**config.mk**
```make
export PLATFORM = sky130hd
export DESIGN_NAME = alu_seq_flat
export DESIGN_NICKNAME = d
export VERILOG_FILES = /design/src/rtl/alu_pkg.sv /design/src/rtl/alu_seq_if.sv /design/src/rtl/mul_iter.sv /design/src/rtl/alu_seq.sv /design/src/flat_wrapper.sv
export SDC_FILE = /design/constraint.sdc
export NUM_CORES = 1
export LEC_CHECK = 0
export BUFFER_PORTS_ARGS = -buffer_cell sky130_fd_sc_hd__buf_2
export CAP_MARGIN = 20
export CORE_MARGIN = 2
export CORE_UTILIZATION = 35
export DETAILED_ROUTE_END_ITERATION = 12
export PLACE_DENSITY = 0.57
export SYNTH_ARGS = -nofsm -noshare
export SYNTH_HDL_FRONTEND = slang
export SYNTH_SLANG_ARGS = --single-unit
```
**constraint.sdc**
```tcl
create_clock -name clk -period 8.05 [get_ports clk]
set_input_delay 2.0125 -clock clk [delete_from_list [all_inputs] [get_ports clk]]
set_output_delay 2.0125 -clock clk [all_outputs]
set_load 0.05 [all_outputs]
```
**src/rtl/alu_pkg.sv**
```systemverilog
// Shared types and constants for the sequential ALU and its iterative multiplier.
package alu_pkg;

    typedef enum logic [3:0] {
        ALU_AND = 4'b0000,
        ALU_EOR = 4'b0001,
        ALU_SUB = 4'b0010,
        ALU_RSB = 4'b0011,
        ALU_ADD = 4'b0100,
        ALU_ADC = 4'b0101,
        ALU_SBC = 4'b0110,
        ALU_RSC = 4'b0111,
        ALU_TST = 4'b1000,
        ALU_TEQ = 4'b1001,
        ALU_CMP = 4'b1010,
        ALU_CMN = 4'b1011,
        ALU_ORR = 4'b1100,
        ALU_MOV = 4'b1101,
        ALU_BIC = 4'b1110,
        ALU_MVN = 4'b1111
    } alu_op_e;

    typedef enum logic [1:0] {
        MUL_NONE = 2'b00,
        MUL_MUL  = 2'b01,
        MUL_MLA  = 2'b10,
        MUL_ALT  = 2'b11
    } mul_op_e;

    localparam int FLAG_N = 3;
    localparam int FLAG_Z = 2;
    localparam int FLAG_C = 1;
    localparam int FLAG_V = 0;

    // Compare/test ops write flags unconditionally and never write back a result.
    function automatic logic is_compare(input alu_op_e op);
        return (op == ALU_TST) || (op == ALU_TEQ) || (op == ALU_CMP) || (op == ALU_CMN);
    endfunction

endpackage

```
**src/rtl/alu_seq_if.sv**
```systemverilog
// Request/response bundle between the register-read stage and the sequential ALU.
interface alu_seq_if #(parameter int WIDTH = 32);
    logic             in_valid;
    logic             in_ready;
    logic [WIDTH-1:0] src_a;
    logic [WIDTH-1:0] src_b;
    logic [WIDTH-1:0] src_c;
    logic [3:0]       alu_control;
    logic [1:0]       mul_op;
    logic             set_flags;
    logic             shifter_carry_in;
    logic             out_valid;
    logic [WIDTH-1:0] result;
    logic             result_we;
    logic [3:0]       flags;
    logic             busy;

    modport master (
        output in_valid, src_a, src_b, src_c, alu_control, mul_op, set_flags, shifter_carry_in,
        input  in_ready, out_valid, result, result_we, flags, busy
    );

    modport slave (
        input  in_valid, src_a, src_b, src_c, alu_control, mul_op, set_flags, shifter_carry_in,
        output in_ready, out_valid, result, result_we, flags, busy
    );
endinterface

```
**src/rtl/mul_iter.sv**
```systemverilog
// Iterative shift-add multiplier retiring MUL_STEP multiplier bits per cycle.
module mul_iter #(
    parameter int WIDTH    = 32,
    parameter int MUL_STEP = 1
) (
    input  logic             clk,
    input  logic             reset,
    input  logic             start,
    input  logic             acc_en,
    input  logic [WIDTH-1:0] a,
    input  logic [WIDTH-1:0] b,
    input  logic [WIDTH-1:0] c,
    output logic             done,
    output logic [WIDTH-1:0] product
);
    localparam int N     = WIDTH / MUL_STEP;
    localparam int CNT_W = (N > 1) ? $clog2(N) : 1;

    logic             running_reg;
    logic [CNT_W-1:0] cnt_reg;
    logic [WIDTH-1:0] mcand_reg;
    logic [WIDTH-1:0] mplier_reg;
    logic [WIDTH-1:0] acc_reg;
    logic [WIDTH-1:0] pp [MUL_STEP];

    generate
        for (genvar gi = 0; gi < MUL_STEP; gi++) begin : g_pp
            assign pp[gi] = mplier_reg[gi] ? (mcand_reg << gi) : '0;
        end
    endgenerate

    // product is the accumulator after this cycle's step; the parent registers it on done.
    always_comb begin
        product = acc_reg;
        for (int i = 0; i < MUL_STEP; i++) begin
            product = product + pp[i];
        end
    end

    assign done = running_reg && (cnt_reg == '0);

    always_ff @(posedge clk) begin
        if (reset) begin
            running_reg <= 1'b0;
            cnt_reg     <= '0;
            mcand_reg   <= '0;
            mplier_reg  <= '0;
            acc_reg     <= '0;
        end else if (start) begin
            running_reg <= 1'b1;
            cnt_reg     <= CNT_W'(N - 1);
            mcand_reg   <= a;
            mplier_reg  <= b;
            acc_reg     <= acc_en ? c : '0;
        end else if (running_reg) begin
            acc_reg    <= product;
            mcand_reg  <= mcand_reg << MUL_STEP;
            mplier_reg <= mplier_reg >> MUL_STEP;
            cnt_reg    <= cnt_reg - CNT_W'(1);
            if (cnt_reg == '0) begin
                running_reg <= 1'b0;
            end
        end
    end
endmodule

```
**src/rtl/alu_seq.sv**
```systemverilog
// Registered ALU with architectural NZCV flags and an iterative MUL/MLA path.
module alu_seq
    import alu_pkg::*;
#(
    parameter int WIDTH    = 32,
    parameter int MUL_STEP = 1
) (
    input  logic      clk,
    input  logic      reset,
    alu_seq_if.slave  bus
);
    typedef enum logic {ST_IDLE, ST_MUL_RUN} state_e;

    state_e           state_reg;
    logic [WIDTH-1:0] result_reg;
    logic             result_we_reg;
    logic             out_valid_reg;
    logic [3:0]       flags_reg;
    logic             mul_sf_reg;

    logic             accept;
    logic             is_mul;
    logic             mul_done;
    logic [WIDTH-1:0] mul_product;

    alu_op_e          op;
    logic [WIDTH-1:0] arith_a;
    logic [WIDTH-1:0] arith_b;
    logic             cin;
    logic             is_arith;
    logic [WIDTH-1:0] logic_res;
    logic [WIDTH:0]   sum;
    logic [WIDTH-1:0] alu_result;
    logic [3:0]       alu_flags;
    logic             alu_flag_we;
    logic             alu_we;

    assign accept = bus.in_valid && bus.in_ready;
    assign is_mul = mul_op_e'(bus.mul_op) != MUL_NONE;

    mul_iter #(.WIDTH(WIDTH), .MUL_STEP(MUL_STEP)) u_mul (
        .clk     (clk),
        .reset   (reset),
        .start   (accept && is_mul),
        .acc_en  (mul_op_e'(bus.mul_op) == MUL_MLA),
        .a       (bus.src_a),
        .b       (bus.src_b),
        .c       (bus.src_c),
        .done    (mul_done),
        .product (mul_product)
    );

    always_comb begin
        op        = alu_op_e'(bus.alu_control);
        arith_a   = bus.src_a;
        arith_b   = bus.src_b;
        cin       = 1'b0;
        is_arith  = 1'b1;
        logic_res = '0;
        case (op)
            ALU_ADD, ALU_CMN: cin = 1'b0;
            ALU_ADC:          cin = flags_reg[FLAG_C];
            ALU_SUB, ALU_CMP: begin arith_b = ~bus.src_b; cin = 1'b1; end
            ALU_SBC:          begin arith_b = ~bus.src_b; cin = flags_reg[FLAG_C]; end
            ALU_RSB:          begin arith_a = bus.src_b; arith_b = ~bus.src_a; cin = 1'b1; end
            ALU_RSC:          begin arith_a = bus.src_b; arith_b = ~bus.src_a; cin = flags_reg[FLAG_C]; end
            default:          is_arith = 1'b0;
        endcase
        case (op)
            ALU_AND, ALU_TST: logic_res = bus.src_a & bus.src_b;
            ALU_EOR, ALU_TEQ: logic_res = bus.src_a ^ bus.src_b;
            ALU_ORR:          logic_res = bus.src_a | bus.src_b;
            ALU_MOV:          logic_res = bus.src_b;
            ALU_BIC:          logic_res = bus.src_a & ~bus.src_b;
            ALU_MVN:          logic_res = ~bus.src_b;
            default:          logic_res = '0;
        endcase
        sum        = {1'b0, arith_a} + {1'b0, arith_b} + {{WIDTH{1'b0}}, cin};
        alu_result = is_arith ? sum[WIDTH-1:0] : logic_res;
        alu_flags[FLAG_N] = alu_result[WIDTH-1];
        alu_flags[FLAG_Z] = (alu_result == '0);
        // Logical ops take C from the shifter and leave V alone.
        alu_flags[FLAG_C] = is_arith ? sum[WIDTH] : bus.shifter_carry_in;
        alu_flags[FLAG_V] = is_arith ? ((arith_a[WIDTH-1] == arith_b[WIDTH-1]) &&
                                        (sum[WIDTH-1] != arith_a[WIDTH-1]))
                                     : flags_reg[FLAG_V];
        alu_flag_we = bus.set_flags || is_compare(op);
        alu_we      = !is_compare(op);
    end

    always_ff @(posedge clk) begin
        if (reset) begin
            state_reg     <= ST_IDLE;
            result_reg    <= '0;
            result_we_reg <= 1'b0;
            out_valid_reg <= 1'b0;
            flags_reg     <= '0;
            mul_sf_reg    <= 1'b0;
        end else begin
            out_valid_reg <= 1'b0;
            case (state_reg)
                ST_IDLE: begin
                    if (accept && is_mul) begin
                        state_reg  <= ST_MUL_RUN;
                        mul_sf_reg <= bus.set_flags;
                    end else if (accept) begin
                        result_reg    <= alu_result;
                        result_we_reg <= alu_we;
                        out_valid_reg <= 1'b1;
                        if (alu_flag_we) begin
                            flags_reg <= alu_flags;
                        end
                    end
                end
                ST_MUL_RUN: begin
                    if (mul_done) begin
                        state_reg     <= ST_IDLE;
                        result_reg    <= mul_product;
                        result_we_reg <= 1'b1;
                        out_valid_reg <= 1'b1;
                        if (mul_sf_reg) begin
                            flags_reg[FLAG_N] <= mul_product[WIDTH-1];
                            flags_reg[FLAG_Z] <= (mul_product == '0);
                        end
                    end
                end
                default: state_reg <= ST_IDLE;
            endcase
        end
    end

    assign bus.in_ready  = (state_reg == ST_IDLE) && !reset;
    assign bus.busy      = (state_reg == ST_MUL_RUN);
    assign bus.result    = result_reg;
    assign bus.result_we = result_we_reg;
    assign bus.out_valid = out_valid_reg;
    assign bus.flags     = flags_reg;
endmodule

```
**src/flat_wrapper.sv**
```systemverilog
// flat-port wrapper written by rule: the top's interface ports become plain ports
module alu_seq_flat import alu_pkg::*;
#(
    parameter int WIDTH    = 32,
    parameter int MUL_STEP = 1
)
  (clk, reset, bus_in_valid, bus_src_a, bus_src_b, bus_src_c, bus_alu_control, bus_mul_op, bus_set_flags, bus_shifter_carry_in, bus_in_ready, bus_out_valid, bus_result, bus_result_we, bus_flags, bus_busy);
  alu_seq_if #(.WIDTH(WIDTH)) bus_i ();
  input  logic clk;
  input  logic reset;
  input wire logic [$bits(bus_i.in_valid)-1:0] bus_in_valid;
  input wire logic [$bits(bus_i.src_a)-1:0] bus_src_a;
  input wire logic [$bits(bus_i.src_b)-1:0] bus_src_b;
  input wire logic [$bits(bus_i.src_c)-1:0] bus_src_c;
  input wire logic [$bits(bus_i.alu_control)-1:0] bus_alu_control;
  input wire logic [$bits(bus_i.mul_op)-1:0] bus_mul_op;
  input wire logic [$bits(bus_i.set_flags)-1:0] bus_set_flags;
  input wire logic [$bits(bus_i.shifter_carry_in)-1:0] bus_shifter_carry_in;
  output wire logic [$bits(bus_i.in_ready)-1:0] bus_in_ready;
  output wire logic [$bits(bus_i.out_valid)-1:0] bus_out_valid;
  output wire logic [$bits(bus_i.result)-1:0] bus_result;
  output wire logic [$bits(bus_i.result_we)-1:0] bus_result_we;
  output wire logic [$bits(bus_i.flags)-1:0] bus_flags;
  output wire logic [$bits(bus_i.busy)-1:0] bus_busy;
  assign bus_i.in_valid = bus_in_valid;
  assign bus_i.src_a = bus_src_a;
  assign bus_i.src_b = bus_src_b;
  assign bus_i.src_c = bus_src_c;
  assign bus_i.alu_control = bus_alu_control;
  assign bus_i.mul_op = bus_mul_op;
  assign bus_i.set_flags = bus_set_flags;
  assign bus_i.shifter_carry_in = bus_shifter_carry_in;
  assign bus_in_ready = bus_i.in_ready;
  assign bus_out_valid = bus_i.out_valid;
  assign bus_result = bus_i.result;
  assign bus_result_we = bus_i.result_we;
  assign bus_flags = bus_i.flags;
  assign bus_busy = bus_i.busy;
  alu_seq #(.WIDTH(WIDTH), .MUL_STEP(MUL_STEP)) u_core (.clk(clk), .reset(reset), .bus(bus_i));
endmodule
```
==> results of run 1 <==
## cell usage in the layout (no fill, tap or decap), types with 7 or more instances in the layout
cell type / n
a211oi_1: 99
inv_1: 89
dfxtp_1: 140
nand2b_1: 18
nand3_1: 23
o21ai_0: 171
xnor2_1: 25
nor2_1: 203
nand3b_1: 7
o22ai_1: 10
and3_1: 10
ha_1: 96
nor3_1: 62
or3_1: 11
a221oi_1: 9
xor2_1: 21
a21oi_1: 170
a31oi_1: 14
buf_2: 145
o211ai_1: 20
nor2b_1: 12
o31ai_1: 10
nand4_1: 20
a22oi_1: 17
o21a_1: 11
nand2_1: 176
and2_1: 37
a21o_1: 33
clkbuf_16: 17
mux2i_1: 70
buf_4: 23
nor4_1: 9
## cell usage after synthesis (6+ instances only)
cell      count  area share
o21ai_0     171       0.064
nor3_1       63       0.023
clkbuf_1    115       0.032
dfxtp_1     142        0.21
nand4_1      20      0.0093
a311oi_1      6      0.0039
nand3b_1      7      0.0039
inv_1        89       0.025
o21bai_1      7      0.0039
or2_2         7      0.0033
nor2b_1      12      0.0056
nor4_1        9      0.0042
and2_1       37       0.017
buf_2         9      0.0033
ha_1         96       0.089
o21a_1       11      0.0061
a221oi_1      9      0.0059
xor2_1       21       0.014
o22ai_1      10      0.0046
mux2_2        6      0.0050
o31ai_1      10      0.0056
a21o_1       33       0.018
or3_1        11      0.0051
a21boi_0      6      0.0033
buf_1         8      0.0022
o211ai_1     20       0.011
nand2_1     176       0.049
a31oi_1      14      0.0065
nand4b_1      6      0.0039
a21oi_1     170       0.063
and3_1       10      0.0046
xnor2_1      25       0.016
o221ai_1      6      0.0039
nand2b_1     18      0.0084
nor2_1      206       0.057
a22oi_1      17      0.0095
nand3_1      24      0.0089
a211oi_1     99       0.055
mux2i_1      70       0.052
## cell type report
class                      count  area (µm²)  area share
tap                          511         639      0.0426
timing repair buffer         169         918      0.0612
clock buffer                  19         433      0.0289
multi-input combinational   1513        9670       0.645
sequential                   142        2850       0.190
inverter                      90         338      0.0225
clock inverter                13         154      0.0103
## worst max-delay path, stage by stage
cell and delay, ns:
buf_2 0.37, nand2_2 0.09, and3_1 0.20, buf_4 0.23, a211oi_1 0.31, fa_1 0.30
inv_1 0.08, fa_1 0.47, a21o_2 0.26, a221oi_2 0.47, xnor2_1 0.11, o21ai_0 0.27
o2111ai_1 0.15, nor4_1 0.43, nand4_1 0.13, or4_1 0.46, or4_1 0.44, nor4_2 0.22
a31o_1 0.16
## power by group through the flow
stage	sequential, mW	combinational, mW	clock, mW
finish	0.802	0.905	0.840
global route	0.808	0.992	0.883
CTS	0.801	0.889	0.854
detailed placement	0.816	0.883	0
global placement	0.816	0.877	0
floorplan	0.817	0.625	0
## metal layers
| metal | wire, µm | vias to the layer above |
|---|---|---|
| met5 | 0 | - |
| met1 | 24600 | 6676 |
| met4 | 856 | 0 |
| li1 | - | 6982 |
| met3 | 3700 | 43 |
| met2 | 21700 | 543 |
## cells by family after synthesis
group,share of synthesized area
flops,0.211
buf+inv,0.0732
compound gates,0.312
mux,0.0571
simple gates,0.223
xor+xnor,0.0299
fa+ha+maj,0.0937
## path summary, 6_finish.rpt
path                                end  depth (start not counted)
hold reg to reg   u_core.bus.result[27]                          2
setup / recovery    u_core.bus.flags[2]                         19
hold / removal    u_core.bus.result[27]                          2
setup reg to reg    u_core.bus.flags[2]                         17
==> results.tsv, run 1 <==
metric	value	unit
status	finished, final reports clean	
post-place setup slack	0.851	ns
Worst-path clk slew	0.07	ns
clock share of power	0.330	
async set-reset flop share out of synthesis	0	
Max-slew headroom	0.269	
Hold Path Class	register to register	
CTS tree	yes	
Unique masters post-synth	87	
Initial DRT Pass Iterations	5	
Worst R2R Start	u_core.bus.flags[1]	
Max Cap Viol	0	
clk root buf	clkbuf_16	
Fillers	3982	
Placement Rows	71	
Cells after Synth	1890	
ant diodes	0	
EDFF count, synth	0	
Final min period	6.79	ns
Setup CP Type	input port to register	
share of layout cells above drive strength 1	0.125	
initial antenna violation count	0	
skew final	0.0103	ns
sw power	1.00	mW
DRC	0	
CTS Buf Count	17	
Sequential Power Share	0.315	
Fmax	147	MHz
die area	40100	µm²
final non-filler cell total	2457	
setup repair bufs after CTS	0	
final WL	50800	µm
initial core utilization	0.357	
Post-DP HPWL	38200	µm
routed vias/inst	5.80	
Post-Synthesis Cell Area	13500	µm²
post-cts sizing count	0	
Pwr Density	170	nW/µm²
Yosys warnings	0	
Worst Max-Slew Pin Slew	1.09	ns
first-pass GRT wire length	78600	µm
VDD IR max	0.133	mV
Port-buffer cells	146	
Mapped Nets	2096	
CP max FO	32	
clock sinks	142	
placed insts	2424	
sequential share of the synthesized area	0.211	
sw frac	0.394	
grt total ovfl	0	
Ports	147	
global placement routability congestion	0.912	
Clk Latency, worst-skew pair	0.46	ns
max-slew violations	0	
worst reg-to-reg setup slack	3.22	ns
Post-synth top flop	dfxtp_1	
global routing's busiest layer	met2	
Worst setup EP type	register	
Worst Path Required	8.45	ns
Layout Nets	2139	
crit start category	input port	
Core ar.	37800	µm²
Max Root-Sink Buffers	2	
Post-DP Area	14400	µm²
H-tree depth	4	
post-route cell area	15000	µm²
setup tns final	0	ns
width of the die	200	µm
synthesized flop and latch total	142	
vias in the first global route	13292	
CTS hold repair buffers	0	
Worst Slack Setup Final	1.26	ns
Post-DRT Antenna Nets	0	
hold wc startpoint	u_core.bus.result[27]	
M2 GR Usage	0.372	
largest net degree at the start of global routing	76	
Layout area overhead	11.4	%
met1 Use GR	0.365	
Final setup viols	0	
RSZ-0062 raised after global routing	no	
Setup crit start	bus_alu_control[2]	
post-synthesis average cell area	7.12	µm²
Initial DRC Count	1331	
combinational share of power	0.355	
GR Util met3	0.0390	
WL/cell	20.7	µm
global-route usage over all layers	0.248	
Pint	1.54	mW
die height	200	µm
vias	14244	
leak pwr	6.25	nW
Final Hold Viols	0	
total power	2.55	mW
worst-case hold slack	0.452	ns
critical path arrival	7.19	ns
final worst-path cycle share	0.844	
final core utilization	0.397	
(Power assumes the default switching activity.)
==> inputs of run 2 (changes only) <==
clock period = 6.6 ns   (was 8.05 ns; I/O delays follow)
==> run 2 against run 1 <==
Sequential cell count is the same. Die area is the same. Sequential share of layout area shrank 0.23 points. First-iteration DRC count grew 7.4%. Critical path depth shrank 1. Non-clock buffer count grew 25. Highest routed layer unchanged.
==> results.tsv, run 2 (same netlist as run 1, synthesis figures left out) <==
metric	value	unit	change
CP Capture Point	u_core.bus.flags[2]		unchanged
VDD IR max	0.183	mV	was 0.133 mV
H-tree depth	4		unchanged
setup tns final	0	ns	unchanged
WL/cell	20.5	µm	was 20.7 µm
Final Hold Viols	0		unchanged
Max Cap Viol	0		unchanged
Sequential Power Share	0.316		was 0.315
Placement Rows	71		unchanged
Clk Latency, worst-skew pair	0.47	ns	was 0.46 ns
Post-DP HPWL	38200	µm	about the same
Max-slew headroom	0.264		was 0.269
cell mode on critical path	or4_1		
initial core utilization	0.357		unchanged
status	finished, final reports clean		unchanged
final WL	50900	µm	was 50800 µm
Setup crit start	bus_alu_control[1]		was bus_alu_control[2]
Worst setup EP type	register		unchanged
max-slew violations	0		unchanged
critical path arrival	6.36	ns	was 7.19 ns
total power	3.08	mW	was 2.55 mW
area of the multi-input gates	9680	µm²	was 9670 µm²
clock sinks	142		unchanged
worst reg-to-reg setup slack	1.92	ns	was 3.22 ns
leak pwr	6.36	nW	was 6.25 nW
Final min period	5.95	ns	
crit start category	input port		unchanged
DRC	0		unchanged
routed vias/inst	5.75		was 5.80
Hold Path Class	register to register		unchanged
Worst-path clk slew	0.07	ns	about the same
Worst R2R Start	u_core.bus.flags[1]		unchanged
Layout area overhead	12.8	%	was 11.4%
top layer in use	met4		unchanged
Core ar.	37800	µm²	unchanged
skew final	0.0133	ns	was 0.0103 ns
Setup CP Type	input port to register		unchanged
setup repair bufs after CTS	0		unchanged
global placement routability congestion	0.964		was 0.912
wire length on met1	24700	µm	was 24600 µm
CP max FO	12		was 32
most frequent cells in the layout	nor2_1, nand2_1, o21ai_0, a21oi_1, buf_2		unchanged
CTS Buf Count	17		unchanged
clock share of power	0.310		was 0.330
global-route usage over all layers	0.252		was 0.248
Worst R2R Path Depth	18		was 17
Initial DRT Pass Iterations	6		was 5
final non-filler cell total	2484		was 2457
width of the die	200	µm	unchanged
most common cell after layout, fill and taps aside	nor2_1		unchanged
met2 wire len	21800	µm	was 21700 µm
combinational share of power	0.374		was 0.355
post-cts sizing count	0		unchanged
largest net degree at the start of global routing	146		was 76
Fmax	168	MHz	
critical path depth	18		was 19
RSZ-0062 raised after global routing	no		unchanged
initial antenna violation count	2		was 0
CP Cell Sequence	buf_2, nor2_1, a2111oi_0, a31oi_1, fa_2, inv_1, fa_1, a21o_2, a221o_1, a21oi_1, o31ai_1, xor2_1, o22ai_1, nand4_1, or4_1, or4_1, nor4_2, a31o_1		was buf_2, nand2_2, and3_1, buf_4, a211oi_1, fa_1, inv_1, fa_1, a21o_2, a221oi_2, xnor2_1, o21ai_0, o2111ai_1, nor4_1, nand4_1, or4_1, or4_1, nor4_2, a31o_1
share of layout cells above drive strength 1	0.139		was 0.125
clk root buf	clkbuf_16		unchanged
final worst-path cycle share	0.901		
Post-DRT Antenna Nets	0		unchanged
Initial DRC Count	1430		was 1331
met3 WL	3570	µm	was 3700 µm
delay-heaviest family, CP	compound AO/OA/AOI/OAI gates		was simple AND/OR/NAND/NOR gates
slowest CP cell	fa_1		unchanged
Port-buffer cells	146		unchanged
Pint	1.84	mW	was 1.54 mW
Fillers	4046		was 3982
crit-path max cell delay	0.45	ns	was 0.47 ns
grt total ovfl	0		unchanged
Worst Max-Slew Pin Slew	1.09	ns	about the same
Final setup viols	0		unchanged
vias	14279		was 14244
vias in the first global route	13439		was 13292
die height	200	µm	unchanged
sw power	1.24	mW	was 1.00 mW
CTS hold repair buffers	0		unchanged
worst path bufs/invs	2		was 3
Ports	147		unchanged
die area	40100	µm²	unchanged
placed insts	2449		was 2424
Layout Nets	2164		was 2139
Pwr Density	203	nW/µm²	was 170 nW/µm²
CTS tree	yes		unchanged
sw frac	0.402		was 0.394
Worst Path Required	7.01	ns	was 8.45 ns
r2r endpoint	u_core.bus.flags[2]		unchanged
first-pass GRT wire length	79900	µm	was 78600 µm
FF/Latch Area	2850	µm²	unchanged
Max Root-Sink Buffers	2		unchanged
-- run 2: cell types whose count changed in the layout (fill, tap and decap cells not counted), sizes merged --
cell    change
buf        +25
bufinv      -2
clkbuf      -2
clkinv      +2
diode       +2
inv         +2
-- run 2: worst min path at each step --
stage / from / slack (ns) / to / depth (start not counted)
2_1_floorplan: u_core.mul_sf_reg / 0.44 / u_core.mul_sf_reg / 2
3_3_place_gp: u_core.bus.result[19] / 0.44 / u_core.bus.result[19] / 2
3_5_place_dp: u_core.bus.result[19] / 0.44 / u_core.bus.result[19] / 2
4_1_cts: u_core.bus.result[19] / 0.45 / u_core.bus.result[19] / 2
5_1_grt: u_core.mul_sf_reg / 0.48 / u_core.mul_sf_reg / 2
6_report: u_core.bus.result[19] / 0.45 / u_core.bus.result[19] / 2
-- run 2: area by class of cell --
class,count,share of cell area
diodes,2,0.000330
clock buffers,17,0.0280
repair buffers,194,0.0737
well taps,511,0.0421
flip-flops and latches,142,0.188
clock inverters,15,0.00832
inverters,90,0.0223
multi-input cells,1513,0.638
-- run 2: tightest hold or removal path, stage by stage, from the launching register on --
cell and delay, ns:
dfxtp_1 0.31, nand2_1 0.05, a21oi_1 0.05
-- run 2: routing by layer --
layer | up-vias | GRT usage
met4 | 0 | 0.0704
li1 | 7041 | -
met1 | 6637 | 0.369
met5 | - | 0
met3 | 46 | 0.0436
met2 | 555 | 0.376
-- run 2: power groups by stage --
stage	registers [mW]	logic [mW]	clock network, mW
floorplan	0.996	0.765	0
global placement	0.991	1.12	0
detailed placement	0.992	1.13	0
CTS	0.973	1.14	0.976
global route	0.983	1.27	1.01
finish	0.974	1.15	0.954
-- run 2: stage by stage --
| step | utilization | setup slack [ns] | hold slack, ns | instance area [µm²] |
|---|---|---|---|---|
| after floorplan | - | 0.0309 | 0.437 | 13500 |
| after global placement | 0.387 | 0.308 | 0.436 | 14600 |
| final | 0.402 | 0.654 | 0.449 | 15200 |
| after global routing | 0.402 | 0.296 | 0.478 | 15200 |
| after CTS | 0.401 | 0.673 | 0.450 | 15200 |
| after detailed placement | 0.387 | 0.215 | 0.443 | 14600 |
